`src/rtl/dircc_packet_router.sv`:
```
// Header-addressed packet router: steers whole Avalon-ST packets to the local
// port, the forward port or both, each through a one-deep registered stage.
module dircc_packet_router #(
    parameter logic [31:0] ADDR_MASK   = 32'hFFFF_FFFF,
    parameter logic [31:0] BCAST_ADDR  = 32'hFFFF_FFFF,
    parameter int unsigned COUNT_WIDTH = 16
) (
    input  logic                   clk_clk,
    input  logic                   reset_reset,
    input  logic [31:0]            address_address,
    input  logic                   stream_in_valid,
    input  logic [31:0]            stream_in_data,
    input  logic                   stream_in_startofpacket,
    input  logic                   stream_in_endofpacket,
    input  logic [1:0]             stream_in_empty,
    output logic                   stream_in_ready,
    output logic                   stream_local_valid,
    output logic [31:0]            stream_local_data,
    output logic                   stream_local_startofpacket,
    output logic                   stream_local_endofpacket,
    output logic [1:0]             stream_local_empty,
    input  logic                   stream_local_ready,
    output logic                   stream_fwd_valid,
    output logic [31:0]            stream_fwd_data,
    output logic                   stream_fwd_startofpacket,
    output logic                   stream_fwd_endofpacket,
    output logic [1:0]             stream_fwd_empty,
    input  logic                   stream_fwd_ready,
    output logic [COUNT_WIDTH-1:0] pkt_local_count,
    output logic [COUNT_WIDTH-1:0] pkt_fwd_count,
    output logic [7:0]             err_count
);

    typedef enum logic [2:0] {S_IDLE, S_LOCAL, S_FWD, S_BCAST, S_DROP} state_t;

    state_t                 r_state, w_next_state;
    logic                   r_loc_valid, r_loc_sop, r_loc_eop;
    logic [31:0]            r_loc_data;
    logic [1:0]             r_loc_empty;
    logic                   r_fwd_valid, r_fwd_sop, r_fwd_eop;
    logic [31:0]            r_fwd_data;
    logic [1:0]             r_fwd_empty;
    logic [COUNT_WIDTH-1:0] r_pkt_local, r_pkt_fwd;
    logic [7:0]             r_err;

    logic w_dec_bcast, w_dec_local, w_dec_to_loc, w_dec_to_fwd;
    logic w_loc_free, w_fwd_free, w_need_loc, w_need_fwd;
    logic w_ready, w_accept, w_load_loc, w_load_fwd, w_err, w_start;

    assign w_dec_bcast  = (stream_in_data == BCAST_ADDR);
    assign w_dec_local  = ((stream_in_data & ADDR_MASK) == (address_address & ADDR_MASK));
    assign w_dec_to_loc = w_dec_bcast || w_dec_local;
    assign w_dec_to_fwd = w_dec_bcast || !w_dec_local;
    assign w_loc_free   = !r_loc_valid || stream_local_ready;
    assign w_fwd_free   = !r_fwd_valid || stream_fwd_ready;

    // Any SOP (including an erroneous one in DROP or mid-packet) is a new
    // header, so readiness follows its decoded targets, not the latched ones.
    always_comb begin
        w_need_loc   = 1'b0;
        w_need_fwd   = 1'b0;
        w_next_state = r_state;
        w_err        = 1'b0;
        if (stream_in_startofpacket) begin
            w_need_loc = w_dec_to_loc;
            w_need_fwd = w_dec_to_fwd;
        end else begin
            case (r_state)
                S_LOCAL: w_need_loc = 1'b1;
                S_FWD:   w_need_fwd = 1'b1;
                S_BCAST: begin
                    w_need_loc = 1'b1;
                    w_need_fwd = 1'b1;
                end
                default: ;
            endcase
        end
        w_ready    = !reset_reset && (!w_need_loc || w_loc_free) && (!w_need_fwd || w_fwd_free);
        w_accept   = stream_in_valid && w_ready;
        w_load_loc = w_accept && w_need_loc;
        w_load_fwd = w_accept && w_need_fwd;
        w_start    = w_accept && stream_in_startofpacket;
        if (w_accept) begin
            if (stream_in_startofpacket) begin
                w_err = (r_state != S_IDLE);
                if (stream_in_endofpacket) w_next_state = S_IDLE;
                else if (w_dec_bcast)      w_next_state = S_BCAST;
                else if (w_dec_local)      w_next_state = S_LOCAL;
                else                       w_next_state = S_FWD;
            end else if (r_state == S_IDLE) begin
                w_err        = 1'b1;
                w_next_state = stream_in_endofpacket ? S_IDLE : S_DROP;
            end else if (stream_in_endofpacket) begin
                w_next_state = S_IDLE;
            end
        end
    end

    always_ff @(posedge clk_clk) begin
        if (reset_reset) begin
            r_state     <= S_IDLE;
            r_loc_valid <= 1'b0;
            r_loc_data  <= '0;
            r_loc_sop   <= 1'b0;
            r_loc_eop   <= 1'b0;
            r_loc_empty <= '0;
            r_fwd_valid <= 1'b0;
            r_fwd_data  <= '0;
            r_fwd_sop   <= 1'b0;
            r_fwd_eop   <= 1'b0;
            r_fwd_empty <= '0;
            r_pkt_local <= '0;
            r_pkt_fwd   <= '0;
            r_err       <= '0;
        end else begin
            r_state <= w_next_state;
            if (w_load_loc) begin
                r_loc_valid <= 1'b1;
                r_loc_data  <= stream_in_data;
                r_loc_sop   <= stream_in_startofpacket;
                r_loc_eop   <= stream_in_endofpacket;
                r_loc_empty <= stream_in_empty;
            end else if (stream_local_ready) begin
                r_loc_valid <= 1'b0;
            end
            if (w_load_fwd) begin
                r_fwd_valid <= 1'b1;
                r_fwd_data  <= stream_in_data;
                r_fwd_sop   <= stream_in_startofpacket;
                r_fwd_eop   <= stream_in_endofpacket;
                r_fwd_empty <= stream_in_empty;
            end else if (stream_fwd_ready) begin
                r_fwd_valid <= 1'b0;
            end
            if (w_start && w_dec_to_loc && (r_pkt_local != '1))
                r_pkt_local <= r_pkt_local + COUNT_WIDTH'(1);
            if (w_start && w_dec_to_fwd && (r_pkt_fwd != '1))
                r_pkt_fwd <= r_pkt_fwd + COUNT_WIDTH'(1);
            if (w_err && (r_err != '1))
                r_err <= r_err + 8'd1;
        end
    end

    assign stream_in_ready            = w_ready;
    assign stream_local_valid         = r_loc_valid;
    assign stream_local_data          = r_loc_data;
    assign stream_local_startofpacket = r_loc_sop;
    assign stream_local_endofpacket   = r_loc_eop;
    assign stream_local_empty         = r_loc_empty;
    assign stream_fwd_valid           = r_fwd_valid;
    assign stream_fwd_data            = r_fwd_data;
    assign stream_fwd_startofpacket   = r_fwd_sop;
    assign stream_fwd_endofpacket     = r_fwd_eop;
    assign stream_fwd_empty           = r_fwd_empty;
    assign pkt_local_count            = r_pkt_local;
    assign pkt_fwd_count              = r_pkt_fwd;
    assign err_count                  = r_err;

endmodule

```
`config.mk`:
```
export PLATFORM = sky130hd
export DESIGN_NAME = dircc_packet_router
export DESIGN_NICKNAME = d
export VERILOG_FILES = /design/src/rtl/dircc_packet_router.sv
export SDC_FILE = /design/constraint.sdc
export NUM_CORES = 1
export LEC_CHECK = 0
export ABC_AREA = 1
export CAP_MARGIN = 40
export CORE_MARGIN = 2
export CORE_UTILIZATION = 32
export DETAILED_ROUTE_END_ITERATION = 8
export GPL_TIMING_DRIVEN = 0
export PLACE_DENSITY = 0.67
export SLEW_MARGIN = 40
export SYNTH_ARGS = -nofsm -noshare
export SYNTH_HDL_FRONTEND = slang
export SYNTH_SLANG_ARGS = --single-unit
```
`constraint.sdc`:
```
create_clock -name clk_clk -period 2.1 [get_ports clk_clk]
set_clock_uncertainty 0.2 [all_clocks]
set_input_delay 0.315 -clock clk_clk [delete_from_list [all_inputs] [get_ports clk_clk]]
set_output_delay 0.315 -clock clk_clk [all_outputs]
set_load 0.01 [all_outputs]
```
# Yosys cells after proc, flatten, opt, wreduce, memory -nomap -nowiden
# Cells that the tools add are included.
[totals]
word_cells = 74
out_inout_bits = 115
reg_bits = 117
[op_classes]
muxes = 18
n_eq_ne = 8
add_sub_neg = 3
n_reduce_logical = 31
[op_table]
columns = ["op", "count"]
rows = [
  ["adder 16 x 1 -> 16 bit (second input constant)", 2],
  ["== test 32 bit", 1],
  ["== test 32 bit (second input constant)", 1],
  ["!= test 16 bit (second input constant)", 2],
  ["2-to-1 mux 3 bit", 4],
  ["logical AND 1 bit", 11],
  ["2-to-1 mux 1 bit", 11],
  ["adder 8 x 1 -> 8 bit (second input constant)", 1],
  ["!= test 8 bit (second input constant)", 1],
  ["== test 3 x 2 -> 1 bit (second input constant)", 2],
  ["logical NOT 1 bit", 6],
  ["logical OR 1 bit", 6],
  ["2-to-1 mux 2 bit", 3],
  ["nonzero test 3 bit", 2],
  ["nonzero test 2 bit", 2],
  ["OR reduction 2 bit", 2],
  ["== test 3 x 1 -> 1 bit (second input constant)", 1],
  ["logical NOT 3 bit", 1],
  ["AND reduction 2 bit", 1],
]

# Longest topological paths before layout
[logic_depth]
word_depth = 12
mapped_depth = 20
mapped_depth_nobuf = 19

# Worst setup path after synthesis
# No wires, ideal clock.
[synth_timing]
path_type = "reg-to-reg"
start = "reg r_pkt_fwd[1], in the netlist pkt_fwd_count[1]"
end = "reg r_pkt_fwd[12], in the netlist pkt_fwd_count[12]"
t_required_ps = 1829
synth_period_minus_slack_ps = 2198
slack_ps = -98
arrival_ps = 1928
n_path_buf = 1
path_stages_with_launch = 13
cell_sequence = "dfxtp_1 -> ha_1 -> nand2_1 -> nor3_2 -> nand2_1 -> nor3_1 -> inv_1 -> nor2_1 -> inv_1 -> nand3_1 -> buf_4 -> nand2_1 -> a21oi_1"
[synth_between]
elab_chain_len = 2
word_cells_on_any_way = 3
cone_classes = "add/sub (1); eq/ne (1); reduce/logical (1)"
[synth_lines]
columns = ["item", "line_no", "rtl"]
rows = [
  ["from (decl)", "43", "logic [COUNT_WIDTH-1:0] r_pkt_local, r_pkt_fwd;"],
  ["from (signal assigned)", "138", "r_pkt_fwd <= r_pkt_fwd + COUNT_WIDTH'(1);"],
  ["parallel branches: the longest is 2 deep, another holds adder 16 x 1 -> 16 bit", "--", ""],
]
# Parallel ways; which one is timed is not known.
# A chain may end at the register's enable or synchronous reset.

# Final worst setup path
[layout_timing]
start = "in stream_in_data[4]"
end = "out stream_in_ready"
[layout_between]
elab_chain_len = 7
word_cells_on_any_way = 13
cone_classes = "eq/ne (2); mux (2); reduce/logical (9)"
[layout_lines]
columns = ["item", "line_no", "rtl"]
rows = [
  ["from (decl)", "12", "input logic [31:0] stream_in_data,"],
  ["== test 32 bit (on tied branches)", "50, 51", ""],
  ["logical OR 1 bit / logical NOT 1 bit (equally long branches)", "52, 53", ""],
  ["2-to-1 mux 1 bit / logical OR 1 bit (equally long branches)", "64, 53", ""],
  ["logical NOT 1 bit / 2-to-1 mux 1 bit (equally long branches)", "78, 64", ""],
  ["logical OR 1 bit / logical NOT 1 bit (equally long branches)", "78", "w_ready = !reset_reset && (!w_need_loc || w_loc_free) && (!w_need_fwd || w_fwd_free);"],
  ["logical AND 1 bit / logical OR 1 bit (equally long branches)", "78", ""],
  ["logical AND 1 bit *", "78", ""],
  ["to (decl)", "16", "output logic stream_in_ready,"],
]
# Mark *: on every way between the ends. The rest lies on a longest branch, timed or not.

==> results.py <==
metrics = {
    "synth": {
        "synth-edff-count": 0,
        "async_flop_share_pct": 0,
        "avgSynthCellArea_sq_um": 6.83,
        "synth_cell_types": 34,
        "yosys-top-cells-area": "dfxtp_1, nand2_1, a21oi_1, nand3_1, inv_1",
        "netlist_instances": 867,
        "post-synth-top-area-fraction_pct": 39.5,
        "synth.largest_area_cell": "dfxtp_1",
        "syn_area_sq_um": 5920,
        "synth_nets": 943,
        "yosysWarningCount": 0,
        "ys.flop_type": "dfxtp_1",
        "synth_seq_cells": 117,
        "yosysSeqAreaShare_pct": 39.5,
    },
    "clocking": {
        "cts_root_buf": "clkbuf_16",
        "cts_tree": "done",
        "htree_levels": 4,
        "numCtsBuffers": 17,
        "clock_path_buffers": 2,
        "clk-insertion-delay-late_ps": 420,
        "clkSinkCount": 117,
        "clk_transition_reported_paths_ps": 50,
    },
    "floorplanning": {
        "die-area_sq_um": 19600,
        "die_w_microns": 140,
        "ios": 188,
        "start_util_pct": 32.8,
        "std_cell_rows": 49,
        "coreArea_sq_um": 18100,
        "dieHeight_microns": 140,
    },
    "timing": {
        "period_share_pct": 104,
        "relSlewSlack_pct": 56.5,
        "tightest_slew_ps": 652,
        "fin_ws_ps": -83.4,
        "fmax_mhz": 458,
        "tns_ps": -2230,
        "hold_viol": 0,
        "holdWs_ps": 3.16,
        "drv_slew": 0,
        "rsz0062_at_grt": "yes",
        "timing.final.crit_period_ps": 2180,
        "setup_violations": 89,
    },
    "routing": {
        "antenna_left": 0,
        "drcViolationCount": 36,
        "drt-initial-drc-count": 438,
        "vias_per_cell": 4.96,
        "wl_mm": 22.9,
        "vias": 6888,
        "wl_per_cell_microns": 16.5,
        "firstDrtPassIters": 9,
    },
    "final_layout": {
        "drive_above_1_share_pct": 30.5,
        "fin_util_pct": 56.6,
        "fin_nets": 1223,
        "layoutNonFillerInstCount": 1390,
        "layout_common_cells": "nand2_1, clkdlybuf4s50_1, dfxtp_1",
        "syn_to_final_growth_pct": 72.8,
        "layout_commonest_cell": "nand2_1",
    },
    "grt": {
        "grt_use_total_pct": 21.6,
        "grt_max_degree": 17,
        "grt_pass1_vias": 6257,
        "antenna_found_initial": 1,
        "grt_first_pass_wirelength_mm": 33.3,
        "overflow": 0,
    },
    "placed_design": {
        "hpwl_mm": 15.6,
        "dp_slack_ps": -1200,
        "placed_cells": 1282,
        "gp_congestion": 0.846,
        "io_buffer_count": 186,
    },
    "worst_setup_path": {
        "cp_max_fo": 5,
        "required_ps": 1580,
        "worstPathArrival_ps": 1670,
        "crit_path_start_kind": "input pin",
        "path_class": "in2out",
        "worstSetupEndpointType": "primary output",
    },
    "pwr": {
        "power.leakage_nw": 4.10,
        "power_density_nw_per_um2": 597,
        "ir_worst_vdd_v": 0.000555,
    },
    "outcome": {
        "status": "finished, violations left",
        "violations": "design-rule violations, negative setup slack",
    },
    "worst_hold_path": {
        "holdCritPathClass": "in2reg",
    },
    "job": {
        "cap_violations": 0,
    },
}
[per-layer routing]
metal | wire (microns) | up-vias | track usage (%)
li1 | - | 3386 | -
met1 | 9720 | 3235 | 27.0
met2 | 11200 | 236 | 35.9
met3 | 1550 | 29 | 6.46
met4 | 391 | 2 | 6.80
met5 | 16 | - | 0
[registers in the layout, indices dropped and copies added, names as in the netlist, 2 cells and up]
name	cells
r_state	3
err_count	8
stream_local_empty	2
stream_fwd_data	32
pkt_local_count	16
pkt_fwd_count	16
stream_local_data	32
stream_fwd_empty	2
[timing repair]
action / 4_1_cts / 5_1_grt
endpoints found under the hold margin: 25 / 6
resized for setup: 371 / 195
setup endpoints to repair: 118 / 118
buffers inserted: 25 / 15
hold buffers: 19 / 6
pin swaps: 95 / 76
cloned: 2 / 11
[final timing paths]
path                                           from                  end  slack [ps]  depth (start not counted)
worst min register to register  stream_fwd_data[19]  stream_fwd_data[19]         260                          2
worst max register to register     pkt_fwd_count[0]    pkt_fwd_count[14]         -50                         10
worst min-delay path             stream_in_data[22]  stream_fwd_data[22]           3                          3
worst max-delay path              stream_in_data[4]      stream_in_ready         -80                         15
[cell families after synthesis]
family                     synth area share [%]
and+or+nand+nor                            35.9
buffers and inverters                      10.0
DFF                                        39.5
AOI/OAI and AO/OA                          8.93
xor gates and xnor gates                   5.03
adders and majority gates                 0.634
[stage by stage]
stage                     total power, mW  instance area (sq um)
after floorplan                      2.60                   6020
after global placement               2.94                   8170
after detailed placement             2.95                   8170
after CTS                            6.04                   9280
after global routing                 6.33                  10200
final                                6.11                  10200
[final cells by class]
| type | count | area, sq um |
|---|---|---|
| diodes | 1 | 2.50 |
| plain buffers | 43 | 398 |
| clock buffers | 24 | 492 |
| clock inverters | 8 | 121 |
| fillers | 1622 | 7850 |
| inverters | 88 | 333 |
| multi-input cells | 619 | 3790 |
| flip-flops and latches | 117 | 2360 |
| well taps | 229 | 287 |
| repair buffers | 261 | 2460 |
[worst max-delay path, stage by stage]
cell     delay, ps
buf_2          140
inv_2           50
nand2_1         50
nand2_2         90
nand2_1         60
nor2_1         100
nand2_1         80
nor2_1         130
nand3_2        120
nand2_2         90
nand2_2         70
nand2_4         80
nand3_4        110
inv_2           90
buf_6          100
[power by group]
part	total [mW]	internal (mW)	switching, mW
Clock	3.02	1.99	1.03
Combinational	0.821	0.392	0.429
Sequential	2.27	2.25	0.0211
[Yosys cell counts (2+ instances only)]
cell	count
clkbuf_1	19
ha_1	3
nand3_1	92
buf_4	7
buf_1	3
inv_1	84
buf_2	8
nor4_1	3
nor3_1	15
nand2_2	4
nand2_1	241
nand2_4	2
xor2_1	12
dfxtp_1	117
buf_6	6
o21ai_0	4
nor2_1	70
inv_2	3
o21ai_1	5
xnor2_1	22
a21oi_1	93
nand4_1	42
Note: power is estimated with default switching activity, not from simulation.
